## config.mk

```make
export PLATFORM = sky130hd
export DESIGN_NAME = axis_byte_packer_flat
export DESIGN_NICKNAME = d
export VERILOG_FILES = /design/src/rtl/horner_pkg.sv /design/src/rtl/axis_byte_packer_if.sv /design/src/rtl/horner_sync_fifo.sv /design/src/rtl/axis_byte_packer.sv /design/src/flat_wrapper.sv
export SDC_FILE = /design/constraint.sdc
export NUM_CORES = 1
export LEC_CHECK = 0
export ABC_CLOCK_PERIOD_IN_PS = 11800
export CORE_MARGIN = 4
export CORE_UTILIZATION = 36
export CTS_CLUSTER_SIZE = 24
export DETAILED_ROUTE_END_ITERATION = 12
export PLACE_DENSITY_LB_ADDON = 0.08
export SLEW_MARGIN = 20
export SYNTH_ARGS = -nofsm -noshare
export SYNTH_HDL_FRONTEND = slang
export SYNTH_SLANG_ARGS = --single-unit
export TNS_END_PERCENT = 50
```

## constraint.sdc

```tcl
create_clock -name aclk -period 11.8 [get_ports aclk]
set_clock_uncertainty 0.15 [all_clocks]
set_input_delay 1.77 -clock aclk [delete_from_list [all_inputs] [get_ports aclk]]
set_output_delay 1.77 -clock aclk [all_outputs]
set_load 0.05 [all_outputs]
```

## src/rtl/horner_pkg.sv

```systemverilog
// Shared definitions for the byte packer and its word FIFO.
// Default lane/word/depth sizes, and helpers that give the FIFO entry width
// and the bit offsets of the {last, keep, data} fields inside an entry.
package horner_pkg;

  localparam int IN_W_DEF       = 8;
  localparam int OUT_W_DEF      = 64;
  localparam int FIFO_DEPTH_DEF = 16;

  localparam int BYTES_PER_WORD = OUT_W_DEF / IN_W_DEF;
  localparam int KEEP_W         = BYTES_PER_WORD;

  // Entry layout, MSB to LSB: {last, keep[out_w/in_w-1:0], data[out_w-1:0]}
  function automatic int entry_width(input int out_w, input int in_w);
    return out_w + (out_w / in_w) + 1;
  endfunction

  function automatic int keep_lsb(input int out_w);
    return out_w;
  endfunction

  function automatic int last_bit(input int out_w, input int in_w);
    return out_w + (out_w / in_w);
  endfunction

endpackage

```

## src/rtl/axis_byte_packer_if.sv

```systemverilog
// Stream bundle around the byte packer.
// s_tdata/s_tvalid/s_tlast : byte stream in (no tready, every beat is taken)
// m_tdata/m_tkeep/m_tlast/m_tvalid/m_tready : packed word stream out
// Modport slave is the packer's view; modport master is the view of the
// surroundings (byte source plus word sink).
interface axis_byte_packer_if #(
  parameter int IN_W  = 8,
  parameter int OUT_W = 64
);
  localparam int KEEP_W = OUT_W / IN_W;

  logic [IN_W-1:0]   s_tdata;
  logic              s_tvalid;
  logic              s_tlast;
  logic [OUT_W-1:0]  m_tdata;
  logic [KEEP_W-1:0] m_tkeep;
  logic              m_tlast;
  logic              m_tvalid;
  logic              m_tready;

  modport slave (
    input  s_tdata, s_tvalid, s_tlast, m_tready,
    output m_tdata, m_tkeep, m_tlast, m_tvalid
  );

  modport master (
    output s_tdata, s_tvalid, s_tlast, m_tready,
    input  m_tdata, m_tkeep, m_tlast, m_tvalid
  );
endinterface

```

## src/rtl/horner_sync_fifo.sv

```systemverilog
// First-word-fall-through synchronous FIFO.
// clk, rst_n (sync, active-low), push/din, pop/dout, full, empty, level.
// dout shows the head entry and reads 0 while empty. A push while full is
// taken only when a pop happens in the same cycle.
module horner_sync_fifo #(
  parameter int WIDTH = 8,
  parameter int DEPTH = 16
) (
  input  logic                   clk,
  input  logic                   rst_n,
  input  logic                   push,
  input  logic [WIDTH-1:0]       din,
  input  logic                   pop,
  output logic [WIDTH-1:0]       dout,
  output logic                   full,
  output logic                   empty,
  output logic [$clog2(DEPTH):0] level
);
  localparam int AW = $clog2(DEPTH);
  localparam int LW = AW + 1;
  localparam logic [AW:0] FULL_LEVEL = DEPTH[AW:0];

  logic [WIDTH-1:0] mem [DEPTH];
  logic [AW-1:0]    rd_ptr;
  logic [AW-1:0]    wr_ptr;
  logic             do_push;
  logic             do_pop;

  assign empty   = (level == '0);
  assign full    = (level == FULL_LEVEL);
  assign do_pop  = pop && !empty;
  assign do_push = push && (!full || do_pop);
  assign dout    = empty ? '0 : mem[rd_ptr];

  // Storage carries no reset; empty gating keeps stale entries invisible.
  always_ff @(posedge clk) begin
    if (do_push) mem[wr_ptr] <= din;
  end

  // Pointers wrap naturally because DEPTH is a power of two.
  always_ff @(posedge clk) begin
    if (!rst_n) begin
      rd_ptr <= '0;
      wr_ptr <= '0;
      level  <= '0;
    end else begin
      if (do_push) wr_ptr <= wr_ptr + AW'(1);
      if (do_pop)  rd_ptr <= rd_ptr + AW'(1);
      case ({do_push, do_pop})
        2'b10:   level <= level + LW'(1);
        2'b01:   level <= level - LW'(1);
        default: level <= level;
      endcase
    end
  end
endmodule

```

## src/rtl/axis_byte_packer.sv

```systemverilog
// Packs an 8-bit tready-less byte stream into 64-bit words for a DMA.
// aclk, aresetn (sync, active-low); bus.slave carries s_* in and m_* out;
// overflow is a sticky flag for a completed word dropped on a full FIFO;
// fifo_level is the current word FIFO occupancy.
// Bytes fill lanes little-endian; a word completes on the last lane or on
// s_tlast and is pushed into the FIFO at that same clock edge.
module axis_byte_packer
  import horner_pkg::*;
#(
  parameter int IN_W       = IN_W_DEF,
  parameter int OUT_W      = OUT_W_DEF,
  parameter int FIFO_DEPTH = FIFO_DEPTH_DEF
) (
  input  logic                        aclk,
  input  logic                        aresetn,
  axis_byte_packer_if.slave           bus,
  output logic                        overflow,
  output logic [$clog2(FIFO_DEPTH):0] fifo_level
);
  localparam int N        = OUT_W / IN_W;
  localparam int IDX_W    = (N > 1) ? $clog2(N) : 1;
  localparam int EW       = entry_width(OUT_W, IN_W);
  localparam int KEEP_LSB = keep_lsb(OUT_W);
  localparam int LAST_BIT = last_bit(OUT_W, IN_W);
  localparam logic [IDX_W-1:0] LAST_LANE = IDX_W'(N - 1);

  logic [IDX_W-1:0] idx_p0;
  logic [OUT_W-1:0] asm_data_p0;
  logic [N-1:0]     asm_keep_p0;

  logic [OUT_W-1:0] word_data;
  logic [N-1:0]     word_keep;
  logic             word_done;
  logic [EW-1:0]    push_entry;
  logic [EW-1:0]    head_entry;
  logic             fifo_full;
  logic             fifo_empty;
  logic             pop;
  logic             push;
  logic             drop;

  // Word as it would look with the current byte merged into its lane.
  always_comb begin
    word_data = asm_data_p0;
    word_keep = asm_keep_p0;
    word_data[idx_p0*IN_W +: IN_W] = bus.s_tdata;
    word_keep[idx_p0] = 1'b1;
  end

  assign word_done = bus.s_tvalid && ((idx_p0 == LAST_LANE) || bus.s_tlast);

  always_comb begin
    push_entry = '0;
    push_entry[OUT_W-1:0]       = word_data;
    push_entry[KEEP_LSB +: N]   = word_keep;
    push_entry[LAST_BIT]        = bus.s_tlast;
  end

  // A full FIFO still accepts a word when the head leaves in the same cycle.
  assign pop  = bus.m_tvalid && bus.m_tready;
  assign push = word_done && (!fifo_full || pop);
  assign drop = word_done && fifo_full && !pop;

  // ---- stage p0: lane counter and assembly register ----
  always_ff @(posedge aclk) begin
    if (!aresetn) begin
      idx_p0      <= '0;
      asm_data_p0 <= '0;
      asm_keep_p0 <= '0;
      overflow    <= 1'b0;
    end else begin
      if (bus.s_tvalid) begin
        if (word_done) begin
          idx_p0      <= '0;
          asm_data_p0 <= '0;
          asm_keep_p0 <= '0;
        end else begin
          idx_p0      <= idx_p0 + IDX_W'(1);
          asm_data_p0 <= word_data;
          asm_keep_p0 <= word_keep;
        end
      end
      if (drop) overflow <= 1'b1;
    end
  end

  // ---- stage p1: word FIFO toward the DMA ----
  horner_sync_fifo #(
    .WIDTH (EW),
    .DEPTH (FIFO_DEPTH)
  ) u_fifo (
    .clk   (aclk),
    .rst_n (aresetn),
    .push  (push),
    .din   (push_entry),
    .pop   (pop),
    .dout  (head_entry),
    .full  (fifo_full),
    .empty (fifo_empty),
    .level (fifo_level)
  );

  assign bus.m_tvalid = !fifo_empty;
  assign bus.m_tdata  = head_entry[OUT_W-1:0];
  assign bus.m_tkeep  = head_entry[KEEP_LSB +: N];
  assign bus.m_tlast  = head_entry[LAST_BIT];
endmodule

```

## src/flat_wrapper.sv

```systemverilog
// flat-port wrapper written by rule: the top's interface ports become plain ports
module axis_byte_packer_flat import horner_pkg::*;
#(
  parameter int IN_W       = IN_W_DEF,
  parameter int OUT_W      = OUT_W_DEF,
  parameter int FIFO_DEPTH = FIFO_DEPTH_DEF
)
  (aclk, aresetn, overflow, fifo_level, bus_s_tdata, bus_s_tvalid, bus_s_tlast, bus_m_tready, bus_m_tdata, bus_m_tkeep, bus_m_tlast, bus_m_tvalid);
  axis_byte_packer_if #(.IN_W(IN_W), .OUT_W(OUT_W)) bus_i ();
  input  logic aclk;
  input  logic aresetn;
  output logic overflow;
  output logic [$clog2(FIFO_DEPTH):0] fifo_level;
  input wire logic [$bits(bus_i.s_tdata)-1:0] bus_s_tdata;
  input wire logic [$bits(bus_i.s_tvalid)-1:0] bus_s_tvalid;
  input wire logic [$bits(bus_i.s_tlast)-1:0] bus_s_tlast;
  input wire logic [$bits(bus_i.m_tready)-1:0] bus_m_tready;
  output wire logic [$bits(bus_i.m_tdata)-1:0] bus_m_tdata;
  output wire logic [$bits(bus_i.m_tkeep)-1:0] bus_m_tkeep;
  output wire logic [$bits(bus_i.m_tlast)-1:0] bus_m_tlast;
  output wire logic [$bits(bus_i.m_tvalid)-1:0] bus_m_tvalid;
  assign bus_i.s_tdata = bus_s_tdata;
  assign bus_i.s_tvalid = bus_s_tvalid;
  assign bus_i.s_tlast = bus_s_tlast;
  assign bus_i.m_tready = bus_m_tready;
  assign bus_m_tdata = bus_i.m_tdata;
  assign bus_m_tkeep = bus_i.m_tkeep;
  assign bus_m_tlast = bus_i.m_tlast;
  assign bus_m_tvalid = bus_i.m_tvalid;
  axis_byte_packer #(.IN_W(IN_W), .OUT_W(OUT_W), .FIFO_DEPTH(FIFO_DEPTH)) u_core (.aclk(aclk), .aresetn(aresetn), .bus(bus_i), .overflow(overflow), .fifo_level(fifo_level));
endmodule
```

# Word level (Yosys, flattened, before mapping)
# Memory sizes are Yosys's and may differ from the RTL's. A register that Yosys moved wholly into a read port is not among the register bits.
# Cells that the tools add are included.
[op_classes]
n_bitwise = 1
mux = 12
n_eq_ne = 4
shift = 2
magnitude_cmp = 2
reduce_logical = 16
n_addsub = 6
[ops]
columns = ["operator", "n"]
rows = [
  ["$mux 73", 1],
  ["$bwmux 64", 1],
  ["$mux 64", 1],
  ["$shift 8x34->64 const A", 1],
  ["$shiftx 8x34->64", 1],
  ["$neg 6->34", 1],
  ["$pmux 5 s2", 1],
  ["$add 4x1->4 const B", 2],
  ["$logic_and 1x1->1", 8],
  ["$mux 4", 2],
  ["$mux 8", 1],
  ["$or 8x8->8", 1],
  ["$add 5x1->5 const B", 1],
  ["$eq 5x5->1 const B", 1],
  ["$logic_not 5->1", 1],
  ["$sub 5x1->5 const B", 1],
  ["$lt 3x4->1 const B", 1],
  ["$add 3x1->3 const B", 1],
  ["$demux 1 s3", 1],
  ["$eq 3x3->1 const B", 1],
  ["$ge 3x1->1 const B", 1],
  ["$logic_not 1->1", 3],
  ["$logic_or 1x1->1", 3],
  ["$mux 1", 3],
  ["4 further kinds", 4],
]
[word_totals]
output_inout_bits = 80
memories = 1
ff_bits = 89
elab_cells = 51
inputBits = 13
ramBits = 1168
[mem_list]
columns = ["memory", "words", "word_bits", "rd", "rd_clocked_by_memory_dff", "write_ports", "line", "source"]
rows = [
  ["u_core.u_fifo.mem", 16, 73, 1, 1, 1, "horner_sync_fifo.sv:23", "logic [WIDTH-1:0] mem [DEPTH];"],
]

# Longest topological paths before layout
[depth]
ltp_word = 8
ltp_mapped = 15

# Cells and area by module
# A second synthesis with hierarchy kept.
[hier_totals]
cells_unflattened = 2444
hier_area_um2 = 49543.8
[modules_own_cells]
columns = ["mod", "cells_each", "seq_area_each_um2", "area_each_um2", "instances"]
rows = [
  ["horner_sync_fifo", 1952, 35414.0, 45348.5, 1],
  ["axis_byte_packer", 492, 1521.5, 4195.3, 1],
]

# Worst setup path after synthesis
# OpenSTA, ideal clock, no wires.
[synth_timing]
path_kind = "input to register"
from = "input port bus_s_tvalid"
to = "memory u_core.u_fifo.mem[0][0] (netlist bit), enable pin"
path_buffers = 2
setup_slack_ns = 3.406
arrival_ns = 7.650
path_stages = 6
cell_sequence = "or3b_1 clkbuf_1 o211a_1 clkbuf_1 nand2_1 nor3_1"
[synth_via]
elab_chain_cells = 5
[synth_rtl]
columns = ["element", "line", "source"]
rows = [
  ["start: declaration", "flat_wrapper.sv:15", "input wire logic [$bits(bus_i.s_tvalid)-1:0] bus_s_tvalid;"],
  ["$logic_and 1x1->1", "axis_byte_packer.sv:50", "assign word_done = bus.s_tvalid && ((idx_p0 == LAST_LANE) || bus.s_tlast);"],
  ["$logic_and 1x1->1", "axis_byte_packer.sv:61", "assign push = word_done && (!fifo_full || pop);"],
  ["$logic_and 1x1->1", "horner_sync_fifo.sv:32", "assign do_push = push && (!full || do_pop);"],
  ["$mux 1", "horner_sync_fifo.sv:37", "if (do_push) mem[wr_ptr] <= din;"],
  ["$mux 1 (not written as such)", "horner_sync_fifo.sv:37", ""],
  ["end: declaration", "horner_sync_fifo.sv:23", ""],
]
# No other way between the ends.

==> qor.yml <==
outcome:
  status: "completed"
synth:
  synth_edf_count: 1168
  syn-cell-area_sq_um: 48800
  postSynthAreaPerCell_sq_um: 21.2
  ys_warn_count: 0
  synth_top_area_share: 0.719
  synth_cell_types: 63
  post-synth-top-area-cell: "edfxtp_1"
  ys_seq_area_frac: 0.757
  syn_nets: 2325
  yosysMostFrequentCell: "edfxtp_1"
  yosys-top-cells-count: "edfxtp_1, mux4_2, mux2_2"
  async_flop_share: 0
  ys_ff_latch: 1261
  synthCells: 2299
  ys_top_cells_by_area: "edfxtp_1, mux4_2, dfxtp_1, mux2_2, a221o_1"
  synth_ff_type: "edfxtp_1"
final_layout:
  areaGrowthSynthToFinish_pct: 16.2
  final_layout_size_suffix_gt1_frac: 0.280
  fin_nets: 2514
  finalInstanceArea_sq_um: 56700
critical_path:
  path_cells: "buf_4 -> buf_4 -> mux4_2 -> mux2_2 -> a221o_1 -> clkdlybuf4s50_1"
  critPathArrivalTime_ps: 4970
  slowest_stage: "dfxtp_4"
  critPathLaunchType: "flop"
  rr_worst_depth: 7
  r2r_slack_ps: 7090
  critPathMostFrequentCell: "buf_4"
  required_ps: 9880
  r2r-end: "u_core.u_fifo.mem[11][9]"
  crit_path_max_incr_delay_ps: 960
  criticalPathCategory: "flop to output port"
  crit_path_end_kind: "output port"
  reg2reg_from: "u_core.idx_p0[0]"
  cp_max_fo: 47
global_route:
  grt_overflow: 0
  grt_pass1_vias: 25300
  grt_pass1_wl_mm: 182
  grt_start_max_net_pins: 103
  track_usage: 0.179
  antenna_found_initial: 5
sta:
  tightestPinTransition_ps: 1060
  finalSetupTns_ps: 0
  setup_viol: 0
  max-slew-margin-rel: 0.291
  min_period_over_period: 0.583
  layout_min_cycle_time_ps: 6890
  finalHoldViolCount: 0
  final_max_slew_viol_count: 0
  max_freq_mhz: 145
  rsz0062_at_grt: "false"
route:
  vias_per_cell: 5.42
  wire_per_inst_microns: 28.8
  first_iter_violations: 1825
  drc: 0
  dr.pass1.iters: 5
  drtAntennaViolNets: 0
  drt-total-wl_mm: 126
  num_vias: 23700
cts:
  clk_path_buf_depth: 3
  clock_latency_ps: 750
  ctsResizeCount: 0
  cts_tree: "done"
  ctsHoldBuffers: 0
  cts-root-buf: "clkbuf_16"
  cts.sinks: 1261
  cts_buffers: 139
  h-tree-depth: 4
  cts_setup_buffers: 0
  clk_pin_slew_worst_paths_ps: 60
floorplanning:
  core-area_sq_um: 134000
  die_x_microns: 376
  num_rows: 134
  die_h_microns: 376
  ios: 93
  dieArea_sq_um: 142000
  start_util: 0.364
placed_design:
  port_buffers: 92
  place_area_sq_um: 52200
  gp_congestion: 0.743
  place_hpwl_mm: 65.1
flow_run:
  max_cap_viol_count: 0
pwr:
  leakagePower_nw: 17.4
  p_per_area_nw_per_um2: 213
  peakVddDrop_v: 0.000199
min_path:
  holdPathEnd: "u_core.asm_data_p0[24]"
  holdCritStartpoint: "u_core.asm_data_p0[24]"
  hold_depth: 1
  hold_path_class: "flop to flop"
[sequential cells by signal, indices dropped and copies added (netlist names), named ones only]
register              flops
u_core.u_fifo.mem      1168
u_core.overflow           1
u_core.asm_data_p0       64
u_core.asm_keep_p0        8
u_core.u_fifo.wr_ptr      4
u_core.idx_p0             3
u_core.u_fifo.level       5
u_core.u_fifo.rd_ptr      4
[routing by layer]
| layer | global-route usage | routed length, microns |
|---|---|---|
| met4 | 0.0404 | 1920 |
| met1 | 0.257 | 57700 |
| met2 | 0.286 | 60600 |
| met3 | 0.0308 | 5670 |
| met5 | 0 | 0 |
[kinds of logic (layout without fill, tap and decap cells)]
logic type               after synthesis  count (layout)  share of synthesized area
AO/OA/AOI/OAI                        218             218                     0.0385
XOR/XNOR                               7               7                    0.00126
other                                  0               3                          0
AND/OR/NAND/NOR                      247             247                     0.0266
buffers and inverters                157             457                     0.0147
adder cells (fa/ha/maj)               13              13                    0.00333
multiplexers                         396             396                      0.159
flip-flops                          1261            1261                      0.757
[critical path: cells and delay by family (launching register included)]
kind	cells	cell delay, ps
buffers and inverters	3	1950
flip-flops	1	960
multiplexers	2	880
AO/OA/AOI/OAI	1	370
[per-stage QoR]
step / hold WS (ps) / utilization / setup slack (ps) / cells / power [mW]
finish: 320 / 0.423 / 4910 / 4370 / 12.1
detailed placement: 302 / 0.389 / 5530 / 4114 / 7.99
floorplan: 282 / - / 3410 / 2299 / 7.04
CTS: 318 / 0.422 / 4690 / 4366 / 12.3
global route: 344 / 0.423 / 4590 / 4367 / 12.5
global placement: 296 / 0.389 / 5550 / 4114 / 7.99
[final cells by class]
class                   instances  area [sq um]
multi-input cells             881         11300
diodes                          3          7.51
flip-flops and latches       1261         36900
fillers                     11600         77400
repair buffers                195          1730
inverters                      10          37.5
clock buffers                 188          3880
well taps                    1768          2210
clock inverters                64           562
[worst max-delay path by stage]
stage	from	endpoint	slack (ps)	depth (start not counted)
3_3_place_gp	flop	bus_m_tdata[52]	5550	6
4_1_cts	flop	bus_m_tdata[52]	4690	6
3_5_place_dp	flop	bus_m_tdata[52]	5530	6
6_report	flop	bus_m_tdata[52]	4910	6
2_1_floorplan	bus_s_tvalid	u_core.u_fifo.mem[0][0]	3410	6
5_1_grt	flop	bus_m_tdata[52]	4590	6
[report_power, final]
part | internal [mW] | switching (mW) | leakage (nW)
logic | 1.09 | 1.77 | 3.95
registers | 4.92 | 0.0552 | 11.3
clock network | 2.50 | 1.72 | 2.17
[placed cells by master, fill, tap and decap left out, drive strengths merged, types with 4 or more instances in the layout]
master,instances
a32o,24
mux2i,4
nand4,4
edfxtp,1168
nor3,7
a21bo,5
clkbuf,188
a221o,73
o21ai,43
mux2,100
nand2,59
clkinv,46
buf,104
clkdlybuf4s50,91
dfxtp,93
xor2,5
nor2b,74
nand2b,13
mux4,292
inv,15
nand3,6
o2111a,8
a21o,5
a22o,7
a32oi,23
bufinv,9
nor2,60
clkinvlp,4
o2bb2ai,8
ha,13
nand4b,5
(Power assumes the default switching activity.)
